[src/rtl/led_fader_pkg.sv]
// ---------------------------------------------------------------------------
// led_fader_pkg
// Shared constants and helpers for the LED fader slice.
//   DEF_N_LED      default number of LED channels
//   DEF_PWM_BITS   default PWM counter / brightness width
//   DEF_DECAY_DIV  default number of PWM periods per brightness decay step
//   level_t        brightness level at the default PWM width
//   maxLevel()     full-brightness level (all ones) for a given PWM width
// No ports (package).
// ---------------------------------------------------------------------------
package led_fader_pkg;

    localparam int DEF_N_LED     = 8;
    localparam int DEF_PWM_BITS  = 4;
    localparam int DEF_DECAY_DIV = 4096;

    typedef logic [DEF_PWM_BITS-1:0] level_t;

    // Full brightness is the all-ones level; it is also the last PWM count
    // of a period, so the same helper serves both uses.
    function automatic int unsigned maxLevel(input int unsigned bits);
        return (32'd1 << bits) - 32'd1;
    endfunction

endpackage

[src/rtl/led_fader_if.sv]
// ---------------------------------------------------------------------------
// led_fader_if
// Bundles the pattern input and the PWM outputs of the LED fader.
//   led_in      pattern from the upstream generator, 1 = channel lit now
//   led_out     registered PWM drive to the board LED pins
//   period_stb  one-cycle pulse at the end of every PWM period
// Modports:
//   master  the pattern source / board side (drives led_in)
//   slave   the fader itself (drives led_out and period_stb)
// ---------------------------------------------------------------------------
interface led_fader_if #(
    parameter int N_LED = led_fader_pkg::DEF_N_LED
);

    logic [N_LED-1:0] led_in;
    logic [N_LED-1:0] led_out;
    logic             period_stb;

    modport master (
        output led_in,
        input  led_out,
        input  period_stb
    );

    modport slave (
        input  led_in,
        output led_out,
        output period_stb
    );

endinterface

[src/rtl/led_fader_chan.sv]
// ---------------------------------------------------------------------------
// led_fader_chan
// One LED channel: brightness level register with load/decay, and the PWM
// comparator that turns the level into a registered LED drive bit.
// Ports:
//   clk          clock, all state changes on the rising edge
//   rstn         synchronous active-low reset
//   ledIn_i      1 = reload full brightness this cycle
//   decayTick_i  shared one-cycle decay request
//   pwmCnt_i     shared PWM phase counter
//   ledOut_o     registered LED drive bit
// Configuration macro: LED_FADER_ACTIVE_LOW_EN inverts ledOut_o (0 = lit,
// reset value 1); brightness behaviour is unchanged by it.
// ---------------------------------------------------------------------------
module led_fader_chan
    import led_fader_pkg::*;
#(
    parameter int PWM_BITS = DEF_PWM_BITS
) (
    input  logic                clk,
    input  logic                rstn,
    input  logic                ledIn_i,
    input  logic                decayTick_i,
    input  logic [PWM_BITS-1:0] pwmCnt_i,
    output logic                ledOut_o
);

    localparam logic [PWM_BITS-1:0] MAX_LEVEL = PWM_BITS'(maxLevel(PWM_BITS));

`ifdef LED_FADER_ACTIVE_LOW_EN
    localparam logic LED_ON = 1'b0;
`else
    localparam logic LED_ON = 1'b1;
`endif

    logic [PWM_BITS-1:0] level_q;
    logic [PWM_BITS-1:0] level_d;
    logic                ledOut_q;
    logic                ledOut_d;
    logic                lit;

    // Next brightness: a lit input always reloads full brightness, even in
    // the same cycle as a decay tick; decay stops at zero instead of wrapping.
    always_comb begin
        level_d = level_q;
        if (ledIn_i) begin
            level_d = MAX_LEVEL;
        end else if (decayTick_i && (level_q != '0)) begin
            level_d = level_q - 1'b1;
        end
    end

    // Full brightness is forced on because the plain compare would drop the
    // LED during the last PWM count; zero is forced off for symmetry.
    always_comb begin
        lit = 1'b0;
        if (level_q == MAX_LEVEL) begin
            lit = 1'b1;
        end else if (level_q == '0) begin
            lit = 1'b0;
        end else begin
            lit = (pwmCnt_i < level_q);
        end
        ledOut_d = lit ? LED_ON : ~LED_ON;
    end

    // Level and output registers; the output is registered from the current
    // level, giving two edges from input to LED pin.
    always_ff @(posedge clk) begin
        if (!rstn) begin
            level_q  <= '0;
            ledOut_q <= ~LED_ON;
        end else begin
            level_q  <= level_d;
            ledOut_q <= ledOut_d;
        end
    end

    assign ledOut_o = ledOut_q;

endmodule

[src/rtl/led_fader.sv]
// ---------------------------------------------------------------------------
// led_fader
// Multi-channel LED fader: each channel jumps to full brightness when its
// pattern bit is lit and then fades out one level per decay step, driven by
// a shared PWM counter.
// Parameters:
//   N_LED      number of channels
//   PWM_BITS   PWM counter and brightness width
//   DECAY_DIV  PWM periods per decay step (1 or greater)
// Ports:
//   clk   clock, all state changes on the rising edge
//   rstn  synchronous active-low reset
//   bus   led_fader_if.slave: led_in in, led_out / period_stb out
// Configuration macro: LED_FADER_ACTIVE_LOW_EN makes led_out active-low
// (reset value all ones); default build is active-high (reset all zeros).
// ---------------------------------------------------------------------------
module led_fader
    import led_fader_pkg::*;
#(
    parameter int N_LED     = DEF_N_LED,
    parameter int PWM_BITS  = DEF_PWM_BITS,
    parameter int DECAY_DIV = DEF_DECAY_DIV
) (
    input  logic         clk,
    input  logic         rstn,
    led_fader_if.slave   bus
);

    // A divider of 1 still needs a one-bit counter to keep the logic uniform.
    localparam int DEC_W = (DECAY_DIV > 1) ? $clog2(DECAY_DIV) : 1;
    localparam logic [PWM_BITS-1:0] PWM_LAST = PWM_BITS'(maxLevel(PWM_BITS));
    localparam logic [DEC_W-1:0]    DEC_LAST = DEC_W'(DECAY_DIV - 1);

    logic [PWM_BITS-1:0] pwmCnt_q;
    logic [PWM_BITS-1:0] pwmCnt_d;
    logic [DEC_W-1:0]    decCnt_q;
    logic [DEC_W-1:0]    decCnt_d;
    logic                periodStb_q;
    logic                periodStb_d;
    logic                periodEnd;
    logic                decayTick;
    logic [N_LED-1:0]    ledOut;

    assign periodEnd = (pwmCnt_q == PWM_LAST);
    assign decayTick = periodEnd && (decCnt_q == DEC_LAST);

    // PWM counter wraps naturally; the period counter advances once per PWM
    // period and the strobe marks the cycle after the last PWM count.
    always_comb begin
        pwmCnt_d    = pwmCnt_q + 1'b1;
        decCnt_d    = decCnt_q;
        periodStb_d = periodEnd;
        if (periodEnd) begin
            decCnt_d = (decCnt_q == DEC_LAST) ? '0 : decCnt_q + 1'b1;
        end
    end

    // Shared timing registers.
    always_ff @(posedge clk) begin
        if (!rstn) begin
            pwmCnt_q    <= '0;
            decCnt_q    <= '0;
            periodStb_q <= 1'b0;
        end else begin
            pwmCnt_q    <= pwmCnt_d;
            decCnt_q    <= decCnt_d;
            periodStb_q <= periodStb_d;
        end
    end

    for (genvar i = 0; i < N_LED; i++) begin : gChan
        led_fader_chan #(
            .PWM_BITS (PWM_BITS)
        ) uChan (
            .clk         (clk),
            .rstn        (rstn),
            .ledIn_i     (bus.led_in[i]),
            .decayTick_i (decayTick),
            .pwmCnt_i    (pwmCnt_q),
            .ledOut_o    (ledOut[i])
        );
    end

    assign bus.led_out    = ledOut;
    assign bus.period_stb = periodStb_q;

endmodule

[src/flat_wrapper.sv]
// flat-port wrapper written by rule: the top's interface ports become plain ports
module led_fader_flat import led_fader_pkg::*;
#(
    parameter int N_LED     = DEF_N_LED,
    parameter int PWM_BITS  = DEF_PWM_BITS,
    parameter int DECAY_DIV = DEF_DECAY_DIV
)
  (clk, rstn, bus_led_in, bus_led_out, bus_period_stb);
  led_fader_if #(.N_LED(N_LED)) bus_i ();
  input  logic clk;
  input  logic rstn;
  input wire logic [$bits(bus_i.led_in)-1:0] bus_led_in;
  output wire logic [$bits(bus_i.led_out)-1:0] bus_led_out;
  output wire logic [$bits(bus_i.period_stb)-1:0] bus_period_stb;
  assign bus_i.led_in = bus_led_in;
  assign bus_led_out = bus_i.led_out;
  assign bus_period_stb = bus_i.period_stb;
  led_fader #(.N_LED(N_LED), .PWM_BITS(PWM_BITS), .DECAY_DIV(DECAY_DIV)) u_core (.clk(clk), .rstn(rstn), .bus(bus_i));
endmodule
[config.mk]
export PLATFORM = sky130hd
export DESIGN_NAME = led_fader_flat
export DESIGN_NICKNAME = d
export VERILOG_FILES = /design/src/rtl/led_fader_pkg.sv /design/src/rtl/led_fader_if.sv /design/src/rtl/led_fader_chan.sv /design/src/rtl/led_fader.sv /design/src/flat_wrapper.sv
export SDC_FILE = /design/constraint.sdc
export NUM_CORES = 1
export LEC_CHECK = 0
export ABC_AREA = 1
export CAP_MARGIN = 20
export CORE_AREA = 8 8 153 97
export DETAILED_ROUTE_END_ITERATION = 6
export DIE_AREA = 0 0 161 105
export MAX_ROUTING_LAYER = met4
export PLACE_DENSITY = 0.49
export SYNTH_ARGS = -nofsm -noshare
export SYNTH_HDL_FRONTEND = slang
export SYNTH_SLANG_ARGS = --single-unit
export TNS_END_PERCENT = 20
[constraint.sdc]
create_clock -name clk -period 1.9 [get_ports clk]
set_input_delay 0.38 -clock clk [delete_from_list [all_inputs] [get_ports clk]]
set_output_delay 0.38 -clock clk [all_outputs]
set_load 0.05 [all_outputs]
==> implementation parameters <==
Parameter                              Value

Timing
  TNS Setup    0 ns
  Worst-case setup margin in the final layout    0.0822 ns
  Unrepaired setup endpoints after global routing    no
  Period utilisation layout    0.957
  Pin slew with the least headroom to its limit    0.509 ns
  Endpoints failing hold    0
  Count of final setup violators    0
  Fmax    550 MHz
  Final Skew    0.00437 ns
  Headroom to the max-slew limit    0.660
  WHS    0.467 ns
  Tmin final    1.82 ns
  Pins over their slew limit    0

Outcome
  Run status    finished clean

Synth
  Fraction of the yosys area taken by sequential cells    0.309
  Number of instances in the synthesized netlist    476
  Distinct cells, synth    28
  Synthesized net count    528
  Post-synthesis sequential element count    57
  Post-Synthesis Mean Instance Area    7.76 sq um
  Post-Synthesis Cell Area    3690 sq um
  Count of synthesis-stage warnings from yosys    0

Route
  DR DRC count    0
  Total via count after detailed routing    3,042
  DR iter-0 viols    96
  Wire length after detailed routing    8280 microns
  Average via count per standard cell    4.51
  Wire length per cell    12.3 microns
  Antenna-violating nets left    0
  Detailed Routing Iterations Pass 1    4

Cells and area
  Net count of the finished layout    551
  Sequential cell area    1140 sq um
  Number of inserted diodes    0
  Multi-input gate area    2210 sq um
  Ratio of cells with drive above 1 in the final layout    0.115
  Summed area of non-filler cells in the final layout    4350 sq um
  Number of standard cells in the final layout excluding fillers    674
  Count of filler cells inserted in the layout    1,337
  Area growth from synthesis to layout    17.8%
  Final cell utilization of the core    0.346

Global routing
  Overall Global Routing Usage    0.107
  Total overflow reported by the global router    0
  Largest net degree at the start of global routing    17
  Via count of the first global-routing pass    3,044
  Initial antenna violation count    0
  Global-route wire length before repair    14,400 microns

Flow run
  Max-cap violation count    0

CTS
  Clk buf depth    2
  TritonCTS sink count    57
  Count of hold-fix buffers inserted at cts    0
  Num CTS Buffers    9
  Latest clock arrival within the worst-skew pair    0.32 ns
  Post-CTS Setup Inserts    0
  Clock Tree Root    clkbuf_16
  CTS tree    done
  Count of H-tree levels built during CTS    3
  Resize count post-CTS    0
  Clk slew on worst S/H paths    0.05 ns

Critical path
  Worst path arrival time    1.44 ns
  Type of origin of the critical path    flip-flop
  Setup crit end kind    output pin
  Worst path bufs/invs    1
  Largest stage delay on the critical path    0.80 ns
  Cell-by-cell listing of the critical path    clkdlybuf4s50_1
  Largest delay share family, worst path    buffers and inverters
  Critical-path cell with the highest stage delay    clkdlybuf4s50_1
  Highest fanout seen on the critical path    1
  Critical setup path kind    flip-flop to output pin
  Required arrival time at the worst endpoint    1.52 ns

Pwr
  Ratio of total power to cell area    844 nW/um^2
  P_leak    2.06 nW
  Max IR drop VDD    0.434 mV
  Total power of the final layout    3.67 mW

Placed design
  Final GP Congestion    0.766
  Post-placement worst setup slack    0.199 ns
  Placement Cell Area    4040 sq um
  Half-perimeter wire length of the detailed placement result    6260 microns
  Number of cells in the design after placement    658
  Count of buffers inserted at the top-level ports    18

Floorplanning
  Total die area    16,900 sq um
  Chip Height    105 microns
  Initial core utilization    0.294
  Overall die width    161 microns
  Row Count    32
  Placeable Area    12,600 sq um
  Total I/O pin count    19

Worst hold path
  Worst min path class    flip-flop to flip-flop
-- placed cells by master, fill, tap and decap left out --
cell	instances
buf_4	11
xnor2_1	3
ha_1	42
nand4_1	1
inv_2	1
clkdlybuf4s50_1	17
nand3b_1	1
nand2_2	11
a21oi_1	24
dfxtp_1	57
nor3_1	19
nand3_4	2
and3_2	1
clkinv_2	5
nor3b_1	1
nor2_4	1
nor2_1	47
nand4_4	8
clkbuf_16	9
nand2_1	68
xor2_1	19
a21oi_2	5
nand3_1	72
o21ai_0	18
nor2_8	2
bufinv_16	2
inv_1	57
-- layout make-up --
class	instances	area share
multi-input combinational	345	0.509
sequential	57	0.262
timing repair buffer	28	0.0581
clock buffer	9	0.0518
inverter	58	0.0501
tap	170	0.0489
clock inverter	7	0.0196
-- logic make-up (layout without fill, tap and decap cells) --
family | Yosys count | in the layout | synth area share
adder cells (fa/ha/maj) | 42 | 42 | 0.142
AO/OA/AOI/OAI | 47 | 47 | 0.0688
XOR/XNOR | 22 | 22 | 0.0522
buffers and inverters | 74 | 102 | 0.0915
flip-flops | 57 | 57 | 0.309
AND/OR/NAND/NOR | 234 | 234 | 0.336
-- cell usage after synthesis (all sizes together) --
cell type / number / area [sq um]
a21oi: 29 / 164
and3: 1 / 7.51
buf: 14 / 113
clkbuf: 2 / 7.51
dfxtp: 57 / 1140
ha: 42 / 526
inv: 58 / 218
nand2: 79 / 324
nand3: 74 / 395
nand3b: 1 / 7.51
nand4: 9 / 176
nor2: 50 / 228
nor3: 19 / 95.1
nor3b: 1 / 7.51
o21ai: 18 / 90.1
xnor2: 3 / 26.3
xor2: 19 / 166
-- flip-flops by register name, summed over array words and instances, names as in the netlist --
signal and count:
u_core.gChan.uChan.level_q 32, u_core.decCnt_q 12, u_core.gChan.uChan.ledOut_o 8, u_core.pwmCnt_q 4, u_core.bus.period_stb 1
-- layer usage --
metal	share of wire	wire length [microns]	up-vias	global-route usage
met2	0.42	3490	34	0.156
li1	-	-	1612	-
met3	0.034	283	2	0.0337
met5	0	0	-	-
met1	0.54	4480	1394	0.140
met4	0.0037	31	0	0.0289
-- where the power goes --
part / leakage, nW / switching [mW] / internal [mW]
combinational: 1.43 / 0.406 / 0.243
clock: 0.159 / 0.557 / 1.13
sequential: 0.472 / 0.0502 / 1.28
-- final timing paths --
| check | startpoint | endpoint | slack, ns | cells past startpoint |
|---|---|---|---|---|
| setup / recovery | u_core.bus.period_stb | bus_period_stb | 0.08 | 1 |
| hold / removal | u_core.gChan[6].uChan.level_q[3] | u_core.gChan[6].uChan.ledOut_o | 0.47 | 2 |
| setup reg to reg | u_core.decCnt_q[0] | u_core.gChan[2].uChan.level_q[0] | 0.22 | 6 |
| hold reg to reg | u_core.gChan[6].uChan.level_q[3] | u_core.gChan[6].uChan.ledOut_o | 0.47 | 2 |
No activity file was read; power rests on OpenSTA's default activity.
